**src/rtl/flash_arb_pkg.sv**
```systemverilog
// rtl/flash_arb_pkg.sv - shared state type and default widths for the flash read arbiter
package flash_arb_pkg;

  localparam int FLASH_ADDR_W = 20;
  localparam int FLASH_DATA_W = 16;

  typedef enum logic [1:0] {
    IDLE    = 2'd0,
    ISSUE   = 2'd1,
    WAIT    = 2'd2,
    RELEASE = 2'd3
  } arbState_t;

endpackage

```
**src/rtl/flash_read_arbiter_rr_pick.sv**
```systemverilog
// rtl/flash_read_arbiter_rr_pick.sv - combinational round-robin first-set picker
module rr_pick #(
  parameter int N  = 3,
  parameter int IW = (N > 1) ? $clog2(N) : 1
) (
  input  logic [N-1:0]  req,
  input  logic [IW-1:0] pointer,
  output logic          valid,
  output logic [IW-1:0] index
);

  int cand;

  // Scan upward from the pointer, wrapping at N, and keep the first requester found.
  always_comb begin
    valid = 1'b0;
    index = '0;
    cand  = 0;
    for (int i = 0; i < N; i++) begin
      cand = (int'(pointer) + i) % N;
      if (!valid && req[cand]) begin
        valid = 1'b1;
        index = IW'(cand);
      end
    end
  end

endmodule

```
**src/rtl/flash_read_arbiter.sv**
```systemverilog
// rtl/flash_read_arbiter.sv - round-robin arbiter for the shared flash read port; FLASH_RD_TIMEOUT_EN adds a WAIT watchdog
module flash_read_arbiter
  import flash_arb_pkg::*;
#(
  parameter int NREQ        = 3,
  parameter int ADDR_W      = FLASH_ADDR_W,
  parameter int DATA_W      = FLASH_DATA_W,
  parameter int TIMEOUT_CYC = 4096,
  localparam int GW         = $clog2(NREQ)
) (
  input  logic                   iCLK,
  input  logic                   iRST,
  input  logic                   iWrite_Done,
  input  logic [NREQ-1:0]        iREQ,
  input  logic [NREQ*ADDR_W-1:0] iADDR,
  output logic [DATA_W-1:0]      oDATA,
  output logic [NREQ-1:0]        oREADY,
  output logic                   oERR,
  output logic [GW-1:0]          oGRANT,
  output logic                   oBUSY,
  output logic                   oFLASH_REQ,
  output logic [ADDR_W-1:0]      oFLASH_ADDR,
  input  logic [DATA_W-1:0]      iFLASH_DATA,
  input  logic                   iFLASH_READY
);

  arbState_t     state;
  logic [GW-1:0] rrPtr;
  logic          pickValid;
  logic [GW-1:0] pickIdx;
  logic          flashAccept;
  logic          timeoutHit;

  rr_pick #(
    .N  (NREQ),
    .IW (GW)
  ) uPick (
    .req     (iREQ),
    .pointer (rrPtr),
    .valid   (pickValid),
    .index   (pickIdx)
  );

  // Flash data is only trusted while a read is outstanding; strays elsewhere are dropped.
  assign flashAccept = (state == WAIT) && iFLASH_READY;

`ifdef FLASH_RD_TIMEOUT_EN
  localparam int CNT_W = $clog2(TIMEOUT_CYC + 1);

  logic [CNT_W-1:0] waitCnt;

  // Count WAIT cycles since the strobe; the last allowed cycle forces an error completion.
  always_ff @(posedge iCLK or negedge iRST) begin
    if (!iRST) begin
      waitCnt <= '0;
    end else if (state == ISSUE) begin
      waitCnt <= '0;
    end else if (state == WAIT) begin
      waitCnt <= waitCnt + 1'b1;
    end
  end

  assign timeoutHit = (state == WAIT) && !iFLASH_READY &&
                      (waitCnt == CNT_W'(TIMEOUT_CYC - 1));

  // Error flag qualifies each completion pulse and holds alongside oDATA.
  always_ff @(posedge iCLK or negedge iRST) begin
    if (!iRST) begin
      oERR <= 1'b0;
    end else if (flashAccept) begin
      oERR <= 1'b0;
    end else if (timeoutHit) begin
      oERR <= 1'b1;
    end
  end
`else
  // Without the watchdog the limit is meaningless; keep the parameter list identical across builds.
  if (TIMEOUT_CYC < 1) begin : gTimeoutUnused
  end

  assign timeoutHit = 1'b0;
  assign oERR       = 1'b0;
`endif

  // Sequence one flash read at a time and register the completion towards the requesters.
  always_ff @(posedge iCLK or negedge iRST) begin
    if (!iRST) begin
      state       <= IDLE;
      rrPtr       <= '0;
      oGRANT      <= '0;
      oFLASH_ADDR <= '0;
      oDATA       <= '0;
      oREADY      <= '0;
    end else begin
      oREADY <= '0;
      case (state)
        IDLE: begin
          if (iWrite_Done && pickValid) begin
            oGRANT      <= pickIdx;
            oFLASH_ADDR <= iADDR[int'(pickIdx)*ADDR_W +: ADDR_W];
            state       <= ISSUE;
          end
        end
        ISSUE: begin
          rrPtr <= (int'(oGRANT) == NREQ - 1) ? '0 : oGRANT + 1'b1;
          state <= WAIT;
        end
        WAIT: begin
          if (flashAccept || timeoutHit) begin
            oDATA  <= flashAccept ? iFLASH_DATA : {DATA_W{1'b1}};
            oREADY <= NREQ'(1) << oGRANT;
            state  <= RELEASE;
          end
        end
        RELEASE: begin
          // iREQ is deliberately ignored here so a requester still lowering it is not served twice.
          state <= IDLE;
        end
        default: begin
          state <= IDLE;
        end
      endcase
    end
  end

  assign oBUSY      = (state != IDLE);
  assign oFLASH_REQ = (state == ISSUE);

endmodule

```
**config.mk**
```make
export PLATFORM = sky130hd
export DESIGN_NAME = flash_read_arbiter
export DESIGN_NICKNAME = d
export VERILOG_FILES = /design/src/rtl/flash_arb_pkg.sv /design/src/rtl/flash_read_arbiter_rr_pick.sv /design/src/rtl/flash_read_arbiter.sv
export SDC_FILE = /design/constraint.sdc
export NUM_CORES = 1
export LEC_CHECK = 0
export CORE_ASPECT_RATIO = 0.5
export CORE_MARGIN = 4
export CORE_UTILIZATION = 43
export CTS_BUF_LIST = sky130_fd_sc_hd__clkbuf_2 sky130_fd_sc_hd__clkbuf_4 sky130_fd_sc_hd__clkbuf_8
export CTS_CLUSTER_DIAMETER = 120
export DETAILED_ROUTE_END_ITERATION = 8
export PLACE_DENSITY = 0.95
export REMOVE_ABC_BUFFERS = 1
export SLEW_MARGIN = 20
export SYNTH_ARGS = -nofsm -noshare
export SYNTH_HDL_FRONTEND = slang
export SYNTH_SLANG_ARGS = --single-unit
```
**constraint.sdc**
```tcl
create_clock -name iCLK -period 4.25 [get_ports iCLK]
set_input_delay 0.85 -clock iCLK [delete_from_list [all_inputs] [get_ports iCLK]]
set_output_delay 0.85 -clock iCLK [all_outputs]
set_load 0.005 [all_outputs]
```
# Word level (Yosys, flattened, before mapping)
# Cells that the tools add are included.
[word_totals]
reg_bits = 45
input_bits = 83
word_cells = 56
[classes]
mux = 21
div_mod_pow = 3
n_eq_ne = 6
n_reduce_logical = 11
add_sub_neg = 3
n_lt_le_gt_ge = 3
multipliers = 1
shifts = 2
[ops]
columns = ["operator", "count"]
rows = [
  ["$lt 32x4->1 const B", 3],
  ["$mod 32x3->32 const B", 2],
  ["$shiftx 60x8->20", 1],
  ["$mod 3x3->32 const B", 1],
  ["$mux 2", 6],
  ["$mux 1", 9],
  ["$pmux 2 s4", 1],
  ["$bmux 1 s2", 3],
  ["$eq 2x2->1 const B", 3],
  ["$mux 3", 2],
  ["$reduce_and 2->1", 3],
  ["$mul 2x3->5 const B", 1],
  ["$logic_and 1x1->1", 4],
  ["$ne 2x2->1 const B", 2],
  ["$add 2x1->3 const B", 1],
  ["$add 2x2->3 const B", 1],
  ["$shl 1x2->3 const A", 1],
  ["$add 2x1->2 const B", 1],
  ["$eq 2x1->1 const B", 1],
  ["$logic_not 1->1", 2],
  ["$logic_not 2->1", 1],
  ["$reduce_bool 2->1", 1],
]

# Depth between registers and ports, before layout
# Gate-level depths: netlist (run 1).
[logic_depth]
depth_word = 14
ltp_mapped = 9
depth_no_buf = 8

# Modules after synthesis
# A second synthesis (run 1) with hierarchy kept.
[hier_totals]
cells_unflattened = 231
hier_area_um2 = 2456.1
[modules_own_cells]
columns = ["module", "cells_per_inst", "area_each_um2", "instances"]
rows = [
  ["flash_read_arbiter", 199, 2204.6, 1],
  ["rr_pick", 32, 251.5, 1],
]

# Worst setup path after synthesis (run 1)
# Ideal clock, no wire load.
[synth_timing]
path_kind = "input to register"
from = "input port iREQ[0]"
to = "register oFLASH_ADDR[0]"
setup_ps = 131
setup_slack_ps = 1910
arrival_ps = 2209
path_stages = 7
required_ps = 4119
cell_sequence = "mux2_4 -> a22o_1 -> o41ai_4 -> nor2_2 -> buf_2 -> nand4_1 -> o211ai_1"
[synth_via]
elab_chain_cells = 12
elab_cells_between_ends = 23
cone_classes = "mul (1); shift (1); mux (15); reduce/logical (6)"
[synth_rtl]
columns = ["item", "line_no", "source"]
rows = [
  ["from (decl)", "flash_read_arbiter.sv:14", "input logic [NREQ-1:0] iREQ,"],
  ["$bmux 1 s2", "flash_read_arbiter_rr_pick.sv:21", "if (!valid && req[cand]) begin"],
  ["$mux 1 (not written as such) (2 in series)", "flash_read_arbiter_rr_pick.sv:21", ""],
  ["$mux 1", "flash_read_arbiter_rr_pick.sv:21", ""],
  ["$logic_not 1->1", "flash_read_arbiter_rr_pick.sv:21", ""],
  ["$logic_and 1x1->1", "flash_read_arbiter_rr_pick.sv:21", ""],
  ["$mux 1", "flash_read_arbiter_rr_pick.sv:21", ""],
  ["$logic_not 1->1", "flash_read_arbiter_rr_pick.sv:21", ""],
  ["$logic_and 1x1->1", "flash_read_arbiter_rr_pick.sv:21", ""],
  ["$mux 2 or $mux 1 (tied branches)", "flash_read_arbiter_rr_pick.sv:21", ""],
  ["$mul 2x3->5 or $logic_and 1x1->1 (tied branches)", "flash_read_arbiter.sv:100, flash_read_arbiter.sv:98", ""],
  ["$shiftx 60x8->20 or $reduce_and 2->1 (tied branches)", "n/a", ""],
  ["to (signal assigned)", "flash_read_arbiter.sv:100", "oFLASH_ADDR <= iADDR[int'(pickIdx)*ADDR_W +: ADDR_W];"],
  ["to (decl)", "flash_read_arbiter.sv:22", "output logic [ADDR_W-1:0] oFLASH_ADDR,"],
]
# Several ways; a longest one is shown, not always the timed one. The select of a mux whose other input is x is not followed.
# A chain may end at the register's enable or synchronous reset.

# Worst setup path in the final report (run 1)
[layout_timing]
from = "input port iREQ[2]"
to = "register oFLASH_ADDR[4]"
# The elaborated chain is that of the path after synthesis.

==> flow_metrics.tcl, run 1 <==
set metrics [dict create \
    comb_power_share_pct 58.5 \
    rsz0062_at_grt "no" \
    drc 0 \
    hold_class "flip-flop to flip-flop" \
    use_met2_pct 42.8 \
    clock-sinks 45 \
    die_area_um2 6790 \
    avgViaCountPerCell 5.43 \
    io_buffer_count 125 \
    overflow 0 \
    drv_cap 0 \
    finalPower_mw 2.48 \
    cts_hold_buf 0 \
    powerDensity_nw_per_um2 666 \
    setup_ws_ns 0.994 \
    drive_above_1_share_pct 10.2 \
    cts_resized 0 \
    firstDrtPassIters 5 \
    grt_pass1_wl_um 11600 \
    crit_type "input pin to flip-flop" \
    tns_ns 0 \
    finalSetupViolCount 0 \
    drt-wirelength-per-cell_um 18.4 \
    power_frac_clock_pct 11.2 \
    nFillCells 337 \
    end_kind "flip-flop" \
    dp_hpwl_um 5650 \
    synth_area_um2 2350 \
    syn_inst 213 \
    ys.flop_type "dfrtp_1" \
    synth_cell_types 36 \
    p_switching_mw 0.942 \
    synth_most_common_cell "dfrtp_1" \
    drv_slew 0 \
    cts-root-buf "clkbuf_8" \
    fmax_mhz 307 \
    final_antenna_net_count 0 \
    grtUsageMet3_pct 3.74 \
    status "finished clean" \
    critical_path_required_ns 4.45 \
    relSlewSlack_pct 36.4 \
    grt_pass1_vias 2367 \
    gp_routability_congestion 0.840 \
    synth_top_cell_by_area "dfrtp_1" \
    vias 2192 \
    grt_start_max_net_pins 46 \
    syn_avg_cell_area_um2 11.0 \
    fin_hold_ws_ns 0.508 \
    finalHoldViolCount 0 \
    grt_usage_pct 21.6 \
    clock_latency_ns 0.29 \
    diodes 0 \
    rows 18 \
    seqPwrFrac_pct 30.3 \
    drtIter0Drc 171 \
    period_share_pct 76.6 \
    synth_edf_count 0 \
    worstPathArrival_ns 3.46 \
    use_met1_pct 24.8 \
    ys_async_sr_fraction_pct 100 \
    busiest_layer "met2" \
    static-leakage-power_nw 1.55 \
    cp_max_fo 23 \
    drt-total-wl_um 7430 \
    period_needed_ns 3.26 \
    clkTransAtPathRegs_ns 0.08 \
    finalNetCount 423 \
    tightestPinTransition_ns 0.953 \
    synth_seq_area_share_pct 47.8 \
    coreArea_um2 5110 \
    synth_top_area_share_pct 47.8 \
    cts_post_setup_buffers_inserted 0 \
    ys_top_cells_by_area "dfrtp_1 (48%), mux2i_1 (8.9%), mux2_2 (8.1%)" \
    cts_max_level 2 \
    synth.yosys.warnings 0 \
    yosys-top-cells-count "dfrtp_1 (45), nand2_1 (26), mux2i_1 (21)" \
    cts_tree "built" \
    die_w_um 113 \
    die_h_um 60.3 \
    antenna_found_initial 0 \
    finClkSkew_ns 0.00740 \
    initial_core_util_pct 46.0 \
    ir_drop_mv 0.429 \
    swShare_pct 38.0 \
    area_growth_syn_to_layout_pct 58.4 \
    clockBufferDepth 2 \
    internal_power_mw 1.54 \
    startpoint_type "input pin" \
    place_ws_ns 0.812 \
    ys_seq_elements 45 \
    io_pins 127 \
    cts_buffers 5 \
]
final timing paths:
| kind | startpoint | slack, ns | cells past startpoint | end |
|---|---|---|---|---|
| min in group asynchronous | iRST | 0.55 | 1 | oREADY[0] |
| max in group asynchronous | iRST | 3.30 | 1 | oREADY[2] |
| worst max-delay path | iREQ[2] | 0.99 | 7 | oFLASH_ADDR[4] |
| worst min register to register | oDATA[5] | 0.51 | 1 | oDATA[5] |
| worst min-delay path | oDATA[5] | 0.51 | 1 | oDATA[5] |
| worst max register to register | rrPtr[1] | 1.27 | 8 | oFLASH_ADDR[4] |
cells in the final DEF (no fill, tap or decap), drive strengths merged, types with 2 or more instances in the layout:
master / n
inv: 8
clkinv: 2
a22o: 2
nand2b: 2
nor3b: 2
buf: 3
mux2: 18
o21ai: 4
nand4: 20
mux2i: 21
o211ai: 20
dfrtp: 45
a21oi: 4
nor2b: 2
and3b: 2
ha: 7
nor2: 3
clkbuf: 6
nand2: 26
clkdlybuf4s50: 124
worst max-delay path, cell delays in order:
cell and delay (ns):
clkdlybuf4s50_1 0.56, mux2i_1 0.12, nor2_1 0.25, o41ai_4 0.13, nor2_2 0.73, nand2b_2 0.48
o211ai_1 0.31
kinds of logic (layout without fill, tap and decap cells):
family	count (synthesis)	after routing	synth area share [%]
DFF	45	45	47.8
AOI/OAI and AO/OA	38	38	12.4
muxes	39	39	17.7
adders and majority gates	7	7	3.72
and+or+nand+nor	61	61	13.6
other	1	1	0.159
buffers and inverters	22	143	4.52
state kept, by name, indices dropped and copies added, names as in the netlist:
| name | count |
|---|---|
| oFLASH_ADDR | 20 |
| oDATA | 16 |
| oREADY | 3 |
| oGRANT | 2 |
| rrPtr | 2 |
| state | 2 |
final cells by class:
| class | count | area, um^2 | area share [%] |
|---|---|---|---|
| multi-input combinational | 146 | 1120 | 30.2 |
| inverter | 8 | 30.0 | 0.805 |
| timing repair buffer | 127 | 1260 | 33.9 |
| clock buffer | 6 | 82.6 | 2.21 |
| sequential | 45 | 1130 | 30.2 |
| tap | 70 | 87.6 | 2.35 |
| clock inverter | 2 | 13.8 | 0.369 |
routing by layer:
layer	share of wire, %	vias up
li1	-	1021
met1	36	1078
met2	57	81
met3	4.6	12
met4	1.6	0
met5	0	-
metrics by stage:
stage	cells	utilization (%)	area, um^2
2_1_floorplan	199	-	2280
3_3_place_gp	396	71.0	3630
3_5_place_dp	396	71.0	3630
4_1_cts	404	72.9	3730
5_1_grt	404	72.9	3730
6_report	404	72.9	3730
power by group through the flow:
stage | Sequential (mW) | Combinational, mW | Clock (mW)
final | 0.752 | 1.45 | 0.277
after global routing | 0.780 | 1.56 | 0.301
after CTS | 0.755 | 1.45 | 0.283
after detailed placement | 0.760 | 1.44 | 0
after global placement | 0.746 | 1.38 | 0
after floorplan | 0.756 | 0.758 | 0
Note: power is estimated with default switching activity, not from simulation.
==> run 2, diff against run 1 <==
- CORE_UTILIZATION: 43 -> 40
- PLACE_DENSITY: 0.95 -> 0.93
- clock period: 4.25 -> 3 ns (I/O delays scaled with it)
==> run 2 against run 1 <==
  * Worst hold slack got worse by 0.22 ns
  * Critical endpoint is now oFLASH_ADDR[14]
  * Sequential cell count unchanged
  * Critical path type is now flip-flop to flip-flop
  * Utilization shrank 5.8 points
==> flow_metrics.tcl, run 2 (synthesized netlist as in run 1, its figures left out) <==
set metrics [dict create \
    cts_resized 0 \
    end_kind "flip-flop" \
    grt_usage_pct 22.0 \
    finalNetCount 425 \
    cts_tree "built" \
    initial_core_util_pct 42.1 \
    clockBufferDepth 2 \
    startpoint_type "flip-flop" \
    dp_hpwl_um 5900 \
    period_needed_ns 2.64 \
    final_cell_mix "clkdlybuf4s50_1 (124), dfrtp_1 (45), nand2_1 (26)" \
    crit_type "flip-flop to flip-flop" \
    cp_slowest_stage_delay_ns 0.45 \
    tightestPinTransition_ns 0.725 \
    clock-sinks 45 \
    rows 19 \
    clkTransAtPathRegs_ns 0.08 \
    grt_pass1_wl_um 12600 \
    cts_post_setup_buffers_inserted 0 \
    cts_max_level 2 \
    overflow 0 \
    io_pins 127 \
    drt-total-wl_um 7820 \
    vias 2243 \
    rsz0062_at_grt "no" \
    cts_hold_buf 0 \
    relSlewSlack_pct 51.6 \
    internal_power_mw 2.20 \
    worstPathArrival_ns 2.85 \
    critPathBufInv 1 \
    power_frac_clock_pct 10.4 \
    path_delay_family "compound AO/OA/AOI/OAI gates" \
    drtIter0Drc 176 \
    cts_buffers 5 \
    die_area_um2 7250 \
    diodes 0 \
    p_switching_mw 1.39 \
    drv_slew 0 \
    critical_path.cell_chain "inv_1, ha_1, mux2_4, a22o_1, o41ai_4, or2_2, nand2_1, o211ai_1" \
    final_common_cell "clkdlybuf4s50_1" \
    finClkSkew_ns 0.00720 \
    fin_hold_ws_ns 0.284 \
    drv_cap 0 \
    regMostFlops "oFLASH_ADDR" \
    die_w_um 116 \
    hold_class "input pin to asynchronous set/reset pin" \
    largest_reg_flops 20 \
    firstDrtPassIters 4 \
    finalNonFillerCells 409 \
    gp_routability_congestion 0.798 \
    period_share_pct 88.1 \
    reg_top3 "oFLASH_ADDR (20), oDATA (16), oREADY (3)" \
    finalSetupViolCount 0 \
    static-leakage-power_nw 1.56 \
    fmax_mhz 379 \
    avgViaCountPerCell 5.48 \
    ir_drop_mv 0.816 \
    grt_start_max_net_pins 46 \
    io_buffer_count 125 \
    area_growth_syn_to_layout_pct 59.3 \
    seqPwrFrac_pct 29.8 \
    drive_above_1_share_pct 10.7 \
    comb_power_share_pct 59.8 \
    powerDensity_nw_per_um2 958 \
    die_h_um 62.2 \
    cts-root-buf "clkbuf_8" \
    final_antenna_net_count 0 \
    clock_latency_ns 0.30 \
    drc 0 \
    status "finished clean" \
    critical_path_required_ns 3.21 \
    dp.cells 401 \
    antenna_found_initial 0 \
    nFillCells 376 \
    cp_max_fo 21 \
    finalHoldViolCount 0 \
    coreArea_um2 5590 \
    swShare_pct 38.7 \
    drt-wirelength-per-cell_um 19.1 \
    grt_pass1_vias 2460 \
    final_util_pct 67.1 \
    critical_path.slowest_cell "or2_2" \
]
run 2: changes by cell type in the layout (fill, tap and decap cells not counted):
cell,before,now
clkinvlp_4,0,1
buf_12,0,1
clkinv_4,1,0
clkbuf_8,6,5
buf_4,3,4
clkinv_2,1,2
run 2: metal layers:
layer,GRT usage [%],routed length [um],up-vias
li1,-,-,1021
met5,0,0,-
met3,3.39,328,25
met4,9.84,254,0
met1,26.1,2870,1122
met2,39.0,4360,75
run 2: worst paths after layout:
kind,start,to,slack [ns],depth (start not counted)
worst max-delay path,rrPtr[1],oFLASH_ADDR[14],0.36,8
worst min register to register,oDATA[11],oDATA[11],0.51,1
min in group iCLK,oDATA[11],oDATA[11],0.51,1
worst max register to register,rrPtr[1],oFLASH_ADDR[14],0.36,8
max in group asynchronous,iRST,oFLASH_ADDR[1],2.32,1
worst min-delay path,iRST,oREADY[1],0.28,1
run 2: cell type report:
| type | count | area [um^2] | share of cell area, % |
|---|---|---|---|
| multi-input cells | 146 | 1120 | 30.0 |
| flip-flops and latches | 45 | 1130 | 30.0 |
| clock buffers | 5 | 68.8 | 1.84 |
| repair buffers | 129 | 1290 | 34.4 |
| well taps | 73 | 91.3 | 2.44 |
| inverters | 8 | 30.0 | 0.801 |
| clock inverters | 3 | 17.5 | 0.467 |
run 2: power by group through the flow:
| stage | registers, mW | clock network, mW | logic, mW |
|---|---|---|---|
| 2_1_floorplan | 1.07 | 0 | 1.07 |
| 3_3_place_gp | 1.06 | 0 | 2.02 |
| 3_5_place_dp | 1.08 | 0 | 2.12 |
| 4_1_cts | 1.07 | 0.378 | 2.15 |
| 5_1_grt | 1.10 | 0.405 | 2.31 |
| 6_report | 1.07 | 0.373 | 2.15 |
run 2: through the flow:
stage	cell area [um^2]	power, mW	TNS, ns	worst slack (ns)
after floorplan	2280	2.14	-5.50	-0.287
after global placement	3660	3.07	0	0.277
after detailed placement	3660	3.20	0	0.165
after CTS	3750	3.60	0	0.388
after global routing	3750	3.82	0	0.206
final	3750	3.59	0	0.358
